<file path="config.mk">
export PLATFORM = sky130hd
export DESIGN_NAME = avaliador_credito
export DESIGN_NICKNAME = d
export VERILOG_FILES = /design/src/rtl/avaliador_pkg.sv /design/src/rtl/sincronizador_borda.sv /design/src/rtl/avaliador_credito.sv
export SDC_FILE = /design/constraint.sdc
export NUM_CORES = 1
export LEC_CHECK = 0
export CAP_MARGIN = 20
export CORE_ASPECT_RATIO = 1.5
export CORE_MARGIN = 2
export CORE_UTILIZATION = 55
export DETAILED_ROUTE_END_ITERATION = 6
export PLACE_DENSITY_LB_ADDON = 0.25
export SETUP_SLACK_MARGIN = 0.5
export SYNTH_ARGS = -nofsm -noshare
export SYNTH_HDL_FRONTEND = slang
export SYNTH_SLANG_ARGS = --single-unit
</file>
<file path="constraint.sdc">
create_clock -name clock -period 4.2 [get_ports clock]
set_input_delay 0.84 -clock clock [delete_from_list [all_inputs] [get_ports clock]]
set_output_delay 0.84 -clock clock [all_outputs]
set_load 0.01 [all_outputs]
</file>
<file path="src/rtl/avaliador_pkg.sv">
// avaliador_pkg: FSM state encoding and affordability thresholds shared by the credit evaluator.
package avaliador_pkg;
    typedef enum logic [1:0] {
        OCIOSO  = 2'd0,
        AMOSTRA = 2'd1,
        AVALIA  = 2'd2,
        EXIBE   = 2'd3
    } estado_t;
    localparam int unsigned ACEITO_NUM = 3;
    localparam int unsigned ACEITO_DEN = 10;
    localparam int unsigned COMP_NUM   = 1;
    localparam int unsigned COMP_DEN   = 2;
endpackage

</file>
<file path="src/rtl/sincronizador_borda.sv">
// sincronizador_borda: two-flop synchroniser plus one-cycle rising-edge pulse for a raw button.
module sincronizador_borda #(
    parameter logic RST_VAL = 1'b1
) (
    input  logic clock,
    input  logic reset,
    input  logic din,
    output logic pulso
);
    logic [2:0] s_q, s_d;
    always_comb s_d = {s_q[1:0], din};
    always_ff @(posedge clock or posedge reset) begin
        if (reset) s_q <= {3{RST_VAL}};
        else       s_q <= s_d;
    end
    assign pulso = s_q[1] & ~s_q[2];
endmodule

</file>
<file path="src/rtl/avaliador_credito.sv">
// avaliador_credito: samples parcela/renda on a button press, classifies the instalment ratio
// and holds a one-hot A/C/r result for HOLD_CYCLES clocks.
module avaliador_credito
    import avaliador_pkg::*;
#(
    parameter int W           = 8,
    parameter int HOLD_CYCLES = 50000000
) (
    input  logic         clock,
    input  logic         reset,
    input  logic         solicitar,
    input  logic [W-1:0] renda,
    input  logic [W-1:0] parcela,
    output logic         aceito,
    output logic         comprometido,
    output logic         recusado,
    output logic         ocupado
);
    localparam int CW = (HOLD_CYCLES > 1) ? $clog2(HOLD_CYCLES) : 1;
    localparam logic [CW-1:0]  CNT_INI = CW'(HOLD_CYCLES - 1);
    localparam logic [W+3:0]   AN = (W+4)'(ACEITO_NUM);
    localparam logic [W+3:0]   AD = (W+4)'(ACEITO_DEN);
    localparam logic [W+3:0]   CN = (W+4)'(COMP_NUM);
    localparam logic [W+3:0]   CD = (W+4)'(COMP_DEN);

    logic          req;
    estado_t       estado_q, estado_d;
    logic [W-1:0]  renda_q, renda_d, parcela_q, parcela_d;
    logic [CW-1:0] cnt_q, cnt_d;
    logic [2:0]    res_q, res_d, classe;
    logic [W+3:0]  r_ext, p_ext;

    sincronizador_borda #(.RST_VAL(1'b1)) u_sync (
        .clock (clock),
        .reset (reset),
        .din   (solicitar),
        .pulso (req)
    );

    // W+4 bits hold parcela*10 for any W-bit parcela, so the compares never wrap
    always_comb begin
        r_ext  = (W+4)'(renda_q);
        p_ext  = (W+4)'(parcela_q);
        classe = (p_ext * AD <= r_ext * AN) ? 3'b100 :
                 (p_ext * CD <= r_ext * CN) ? 3'b010 : 3'b001;
    end

    always_comb begin
        estado_d  = estado_q;
        renda_d   = renda_q;
        parcela_d = parcela_q;
        cnt_d     = cnt_q;
        res_d     = res_q;
        case (estado_q)
            OCIOSO:  estado_d = req ? AMOSTRA : OCIOSO;
            AMOSTRA: begin
                renda_d   = renda;
                parcela_d = parcela;
                estado_d  = AVALIA;
            end
            AVALIA: begin
                res_d    = classe;
                cnt_d    = CNT_INI;
                estado_d = EXIBE;
            end
            EXIBE: begin
                estado_d = req ? AMOSTRA : (cnt_q == '0) ? OCIOSO : EXIBE;
                res_d    = (req || cnt_q == '0) ? 3'b000 : res_q;
                cnt_d    = (req || cnt_q == '0) ? cnt_q : cnt_q - 1'b1;
            end
        endcase
    end

    always_ff @(posedge clock or posedge reset) begin
        if (reset) begin
            estado_q  <= OCIOSO;
            renda_q   <= '0;
            parcela_q <= '0;
            cnt_q     <= '0;
            res_q     <= '0;
        end else begin
            estado_q  <= estado_d;
            renda_q   <= renda_d;
            parcela_q <= parcela_d;
            cnt_q     <= cnt_d;
            res_q     <= res_d;
        end
    end

    assign {aceito, comprometido, recusado} = res_q;
    assign ocupado = (estado_q != OCIOSO);
endmodule
</file>
==> results of run 1 <==
==> timing repair <==
action                     in CTS  in global routing
resized for setup               0                  4
setup buffers                   0                  2
setup endpoints to repair       0                  2
==> cell usage after synthesis (2+ instances only) <==
cell type / instances
sky130_fd_sc_hd__nor4_1: 12
sky130_fd_sc_hd__nand2_1: 28
sky130_fd_sc_hd__or2_2: 2
sky130_fd_sc_hd__a32o_1: 2
sky130_fd_sc_hd__dfrtp_1: 47
sky130_fd_sc_hd__buf_1: 2
sky130_fd_sc_hd__fa_1: 2
sky130_fd_sc_hd__a31oi_1: 3
sky130_fd_sc_hd__o21ai_1: 2
sky130_fd_sc_hd__nand3_1: 8
sky130_fd_sc_hd__dfstp_2: 3
sky130_fd_sc_hd__xor2_1: 4
sky130_fd_sc_hd__a21o_1: 11
sky130_fd_sc_hd__clkbuf_1: 5
sky130_fd_sc_hd__ha_1: 37
sky130_fd_sc_hd__nand2b_1: 5
sky130_fd_sc_hd__a211oi_1: 5
sky130_fd_sc_hd__mux2_2: 16
sky130_fd_sc_hd__xnor2_1: 20
sky130_fd_sc_hd__or4_4: 2
sky130_fd_sc_hd__nor2_1: 18
sky130_fd_sc_hd__o41ai_1: 2
sky130_fd_sc_hd__nand4b_1: 2
sky130_fd_sc_hd__o21ai_0: 10
sky130_fd_sc_hd__or4_1: 5
sky130_fd_sc_hd__a21oi_1: 11
sky130_fd_sc_hd__o21bai_1: 3
sky130_fd_sc_hd__nor3_1: 18
sky130_fd_sc_hd__inv_1: 13
sky130_fd_sc_hd__o211ai_1: 2
sky130_fd_sc_hd__nor2b_1: 3
sky130_fd_sc_hd__nand4_1: 3
sky130_fd_sc_hd__or3_1: 5
==> state kept, by name, indices dropped and copies added (netlist names) <==
| register | cells |
|---|---|
| estado_q | 2 |
| cnt_q | 26 |
| renda_q | 8 |
| u_sync.s_q | 3 |
| parcela_q | 8 |
| res_q | 3 |
==> final timing paths <==
path,from,endpoint,cells past startpoint
setup reg to reg,parcela_q[2],res_q[0],13
max in group asynchronous,reset,u_sync.s_q[0],3
setup / recovery,parcela_q[2],res_q[0],13
hold / removal,u_sync.s_q[0],u_sync.s_q[1],0
min in group asynchronous,reset,parcela_q[0],2
hold reg to reg,u_sync.s_q[0],u_sync.s_q[1],0
==> layout make-up <==
class	instances	area share
inverter	13	0.0134
tap	72	0.0247
clock buffer	6	0.0199
sequential	50	0.344
multi-input combinational	253	0.525
clock inverter	2	0.00274
timing repair buffer	25	0.0700
==> where the power goes <==
group	switching [mW]	leakage, nW	internal [mW]
Combinational	0.776	0.916	0.719
Sequential	0.112	0.553	0.570
Clock	0.156	0.0450	0.116
Total	1.04	1.51	1.41
==> logic make-up after synthesis <==
logic type,synth area share
AND/OR/NAND/NOR,0.186
XOR/XNOR,0.0649
buffers and inverters,0.0271
multiplexers,0.0557
flip-flops,0.388
adder cells (fa/ha/maj),0.155
AO/OA/AOI/OAI,0.124
==> metrics by stage <==
| stage | hold WS, ns | worst slack, ns | instances |
|---|---|---|---|
| after floorplan | 0.345 | 0.941 | 325 |
| after global placement | 0.346 | 0.711 | 410 |
| after detailed placement | 0.347 | 0.674 | 410 |
| after CTS | 0.360 | 0.659 | 418 |
| after global routing | 0.363 | 0.562 | 421 |
| final | 0.359 | 0.755 | 421 |
==> routing by layer <==
metal,part of all wire,vias up,track usage
li1,-,1228,-
met1,0.41,1218,0.268
met3,0.019,10,0.0276
met4,0.019,0,0.0848
met5,0,-,0
met2,0.56,38,0.410
==> worst max-delay path, stage by stage (launching register included) <==
cell and delay (ns):
sky130_fd_sc_hd__dfrtp_1 0.45, sky130_fd_sc_hd__ha_1 0.36, sky130_fd_sc_hd__ha_1 0.33, sky130_fd_sc_hd__a211oi_1 0.22, sky130_fd_sc_hd__o21bai_1 0.14, sky130_fd_sc_hd__a21oi_1 0.18
sky130_fd_sc_hd__xnor2_1 0.16, sky130_fd_sc_hd__ha_1 0.29, sky130_fd_sc_hd__a211oi_2 0.24, sky130_fd_sc_hd__o21ai_0 0.11, sky130_fd_sc_hd__a221oi_1 0.22, sky130_fd_sc_hd__nor3_1 0.10
sky130_fd_sc_hd__a2111o_1 0.33, sky130_fd_sc_hd__a32o_1 0.23
==> impl_metrics.json, run 1 <==
{
  "first_pass_grt_wire_length_mm": 11.5,
  "sequential_element_share_of_the_synthesized_area": 0.388,
  "drtIter0Drc": 114,
  "worst_case_clock_skew_ns": 0.0141,
  "post_synth.cell_area_avg_sq_um": 9.96,
  "grt_antenna_before_repair": 0,
  "ioPinCount": 23,
  "outcome": "finished clean",
  "finalSetupTns_ns": 0,
  "clock_tree_from_tritoncts": "yes",
  "clkSlewWorstSetupHoldPaths_ns": 0.10,
  "post-synth-top-area-cell": "sky130_fd_sc_hd__dfrtp_1",
  "die_w_um": 66.6,
  "clock_sinks": 50,
  "timing.critical_path.from_type": "register",
  "asyncSetResetFlopFracSynth": 1.00,
  "die-height_um": 98.0,
  "grt_setup_unrepaired": "false",
  "fin_crit_ns": 3.45,
  "n_antenna_cell": 0,
  "post-route-cell-area_sq_mm": 0.00365,
  "synth.top_cells.by_area": "sky130_fd_sc_hd__dfrtp_1 (36%), sky130_fd_sc_hd__ha_1 (14%), sky130_fd_sc_hd__mux2_2 (5.6%)",
  "path_class": "register to register",
  "worst_skew_pair_latency_ns": 0.30,
  "postSynth.topFlopCell": "sky130_fd_sc_hd__dfrtp_1",
  "final-hold-violation-count": 0,
  "clockBufferDepth": 2,
  "grt.overflow.total": 0,
  "commonest_non_fill_non_tap_cell_in_the_layout": "sky130_fd_sc_hd__dfrtp_1",
  "cp_max_fo": 4,
  "share_of_the_clock_period_used_by_the_worst_path": 0.820,
  "die-area_sq_mm": 0.00653,
  "total_of_endpoints_with_negative_setup_slack_in_the_final_report": 0,
  "place.gp.congestion": 0.812,
  "routed_wire_length_per_instance_um": 16.3,
  "number_of_global_route_vias_before_repair": 2528,
  "synth_enable_flop_cells": 0,
  "worstMarginPinSlew_ns": 0.828,
  "yosys.cell_types.count": 47,
  "core_sq_mm": 0.00574,
  "num_rows": 34,
  "total_power_mw": 2.45,
  "firstDrtPassIters": 4,
  "critPathRequiredTime_ns": 4.40,
  "layout-drive-gt1-share": 0.115,
  "sequential_area_sq_mm": 0.00125,
  "vdd.ir_drop.worst_mv": 0.302,
  "post-synth-top-area-fraction": 0.363,
  "yosys_warnings": 0,
  "cts_inserted_buffers": 5,
  "critical_path_arrival_ns": 3.65,
  "postSynthCellCount": 325,
  "clockRootBuffer": "sky130_fd_sc_hd__clkbuf_8",
  "flow.area_growth_from_synthesis_pct": 12.7,
  "synth_area_sq_mm": 0.00324,
  "cap_violations": 0,
  "timing_max_transition_violations_final": 0,
  "post_cts_hold_buffer_count": 0,
  "slew-limit-headroom": 0.447,
  "filler_cell_count": 502,
  "route.detailed.vias_per_inst": 5.92,
  "multiInputGateArea_sq_mm": 0.00192,
  "final_cell_mix": "sky130_fd_sc_hd__dfrtp_1 (47), sky130_fd_sc_hd__ha_1 (36), sky130_fd_sc_hd__nand2_1 (28)",
  "initial_core_util": 0.564,
  "timing.reg2reg.setup_slack_ns": 0.75,
  "detailedPlacementHpwl_mm": 5.10,
  "final_nets": 406,
  "maximum_number_of_pins_on_one_net_before_global_route_repair": 51,
  "dpl-instance-area_sq_mm": 0.00351,
  "htreeDepth": 2,
  "drtAntennaViolNets": 0,
  "hold_path_class": "register to register",
  "postRouteWirelength_mm": 6.86,
  "global_route.usage.total": 0.227,
  "power.leakage_nw": 1.51,
  "vias": 2494,
  "drt_drc_violations_left": 0,
  "powerDensity_mw_per_mm2": 671,
  "endpoint_kind": "register",
  "postSynthNetCount": 383,
  "yosys_register_bits": 50,
  "fmax_ghz": 0.290,
  "final_core_utilization": 0.635,
  "place.port_buffers": 22
}
Note: power is estimated with default switching activity, not from simulation.
==> inputs of run 2 (changes only) <==
CORE_UTILIZATION = 53   (was 55)
clock period = 2.8 ns   (was 4.2 ns; I/O delays follow)
==> impl_metrics.json, run 2 (synthesized netlist as in run 1, its figures left out) <==
{
  "outcome": "finished with violations",
  "violations": "negative setup slack",
  "final_cell_mix": "sky130_fd_sc_hd__dfrtp_1 (46), sky130_fd_sc_hd__buf_4 (40), sky130_fd_sc_hd__ha_1 (33)",
  "fin_crit_ns": 3.22,
  "reg_to_reg_end": "res_q[0]",
  "clock_sinks": 50,
  "sequentialPowerShare": 0.224,
  "worst_skew_pair_latency_ns": 0.31,
  "num_rows": 34,
  "timing.critical_path.from_type": "register",
  "number_of_global_route_vias_before_repair": 2813,
  "power.leakage_nw": 1.79,
  "holdCritStartpoint": "u_sync.s_q[0]",
  "commonest_non_fill_non_tap_cell_in_the_layout": "sky130_fd_sc_hd__dfrtp_1",
  "total_of_endpoints_with_negative_setup_slack_in_the_final_report": 3,
  "firstDrtPassIters": 4,
  "worstMarginPinSlew_ns": 0.977,
  "cts_inserted_buffers": 5,
  "die_w_um": 67.8,
  "critPathRequiredTime_ns": 2.99,
  "fmax_ghz": 0.310,
  "worst_case_clock_skew_ns": 0.0119,
  "powerDensity_mw_per_mm2": 1030,
  "place.gp.congestion": 0.979,
  "internal-power_mw": 2.66,
  "critical_path_arrival_ns": 3.41,
  "largest_register_ff_count": 26,
  "first_pass_grt_wire_length_mm": 13.0,
  "global_route.usage.total": 0.255,
  "timing.reg2reg.setup_slack_ns": -0.42,
  "path_class": "register to register",
  "largest-register": "cnt_q",
  "timing.reg2reg.worst_path_depth": 16,
  "final_core_utilization": 0.740,
  "share_of_total_power_consumed_by_net_switching": 0.408,
  "drtAntennaViolNets": 0,
  "clock_tree_from_tritoncts": "yes",
  "endpoint_kind": "register",
  "grt_antenna_before_repair": 0,
  "ioPinCount": 23,
  "total_net_switching_power_mw": 1.83,
  "core_sq_mm": 0.00587,
  "layout-drive-gt1-share": 0.319,
  "detailedPlacementHpwl_mm": 5.84,
  "routed_wire_length_per_instance_um": 18.1,
  "regToRegStartpoint": "renda_q[1]",
  "clockBufferDepth": 2,
  "worst_slack_ns": -0.422,
  "vdd.ir_drop.worst_mv": 0.490,
  "route.detailed.vias_per_inst": 6.00,
  "cp_max_fo": 5,
  "die-height_um": 99.7,
  "clkSlewWorstSetupHoldPaths_ns": 0.10,
  "share_of_the_clock_period_used_by_the_worst_path": 1.15,
  "finalSetupTns_ns": -1.12,
  "flow.area_growth_from_synthesis_pct": 34.2,
  "vias": 2786,
  "grt_setup_unrepaired": "true",
  "htreeDepth": 2,
  "holdWs_ns": 0.360,
  "die-area_sq_mm": 0.00676,
  "relative_contribution_of_combinational_cells_to_total_power": 0.661,
  "hold_path_class": "register to register",
  "final_nets": 449,
  "drt_drc_violations_left": 0,
  "clockRootBuffer": "sky130_fd_sc_hd__clkbuf_8",
  "share_clk_of_total_power": 0.115,
  "hold_end": "u_sync.s_q[1]",
  "timing_max_transition_violations_final": 0,
  "initial_core_util": 0.551,
  "final-hold-violation-count": 0,
  "worstHoldPathCells": 0,
  "cap_violations": 0,
  "drtIter0Drc": 120,
  "grt.overflow.total": 0,
  "n_antenna_cell": 0,
  "postRouteWirelength_mm": 8.40,
  "filler_cell_count": 402,
  "layout_top_registers": "cnt_q (26), parcela_q (8), renda_q (8)",
  "slew-limit-headroom": 0.348,
  "place.port_buffers": 22,
  "maximum_number_of_pins_on_one_net_before_global_route_repair": 21
}
run 2: routing by layer:
layer,share of wire,track usage
met5,0,0
met4,0.039,0.109
met3,0.021,0.0385
met2,0.58,0.478
met1,0.36,0.271
run 2: metrics by stage:
stage	power, mW	setup slack, ns	instances	area [sq um]
after floorplan	2.70	-0.237	325	3270
after global placement	3.61	-0.398	445	3800
after detailed placement	3.75	-0.485	445	3800
after CTS	4.37	-0.451	458	4030
after global routing	4.87	-0.654	464	4340
final	4.48	-0.422	464	4340
run 2: how the worst max path moves through the flow:
stage                            start  endpoint
after global routing        renda_q[1]  res_q[0]
after CTS                   renda_q[1]  res_q[0]
after floorplan             renda_q[1]  res_q[0]
after detailed placement  parcela_q[2]  res_q[0]
after global placement      renda_q[1]  res_q[0]
final                       renda_q[1]  res_q[0]
run 2: timing repair:
item                       CTS  global route
pin swaps                    9            20
buffers inserted             5             4
gates resized for setup     17            50
setup endpoints to repair   25            22
hold buffers                 0             0
cloned                       0             2
run 2: layout make-up:
type | count | area [sq um] | share of cell area
flip-flops and latches | 50 | 1260 | 0.289
clock buffers | 6 | 72.6 | 0.0167
inverters | 13 | 48.8 | 0.0112
well taps | 72 | 90.1 | 0.0207
repair buffers | 68 | 596 | 0.137
multi-input cells | 253 | 2240 | 0.516
clock inverters | 2 | 37.5 | 0.00864
run 2: worst max-delay path, cell delays in order, from the launching register on:
cell,delay (ns)
sky130_fd_sc_hd__dfrtp_1,0.43
sky130_fd_sc_hd__ha_2,0.22
sky130_fd_sc_hd__inv_2,0.04
sky130_fd_sc_hd__fa_2,0.33
sky130_fd_sc_hd__nor2b_1,0.12
sky130_fd_sc_hd__o21ai_1,0.07
sky130_fd_sc_hd__nand2b_1,0.11
sky130_fd_sc_hd__a21o_1,0.13
sky130_fd_sc_hd__a21o_1,0.15
sky130_fd_sc_hd__xor2_1,0.17
sky130_fd_sc_hd__ha_1,0.26
sky130_fd_sc_hd__nand4_1,0.14
sky130_fd_sc_hd__nor2_1,0.08
sky130_fd_sc_hd__a221oi_2,0.23
sky130_fd_sc_hd__nor3_1,0.07
sky130_fd_sc_hd__a2111o_1,0.32
sky130_fd_sc_hd__a32o_1,0.24
run 2: power by group through the flow:
stage               combinational (mW)  sequential (mW)  clock, mW
floorplan                         1.71            0.991          0
global placement                  2.60             1.00          0
detailed placement                2.74             1.01          0
CTS                               2.86            0.992      0.520
global route                      3.29             1.02      0.549
finish                            2.97             1.00      0.514
==> inputs of run 3 (changes only) <==
CTS_CLUSTER_DIAMETER = 120   (was unset)
==> results of run 3 <==
Same layout as run 2: the final DEF is identical, and so are final timing and power.
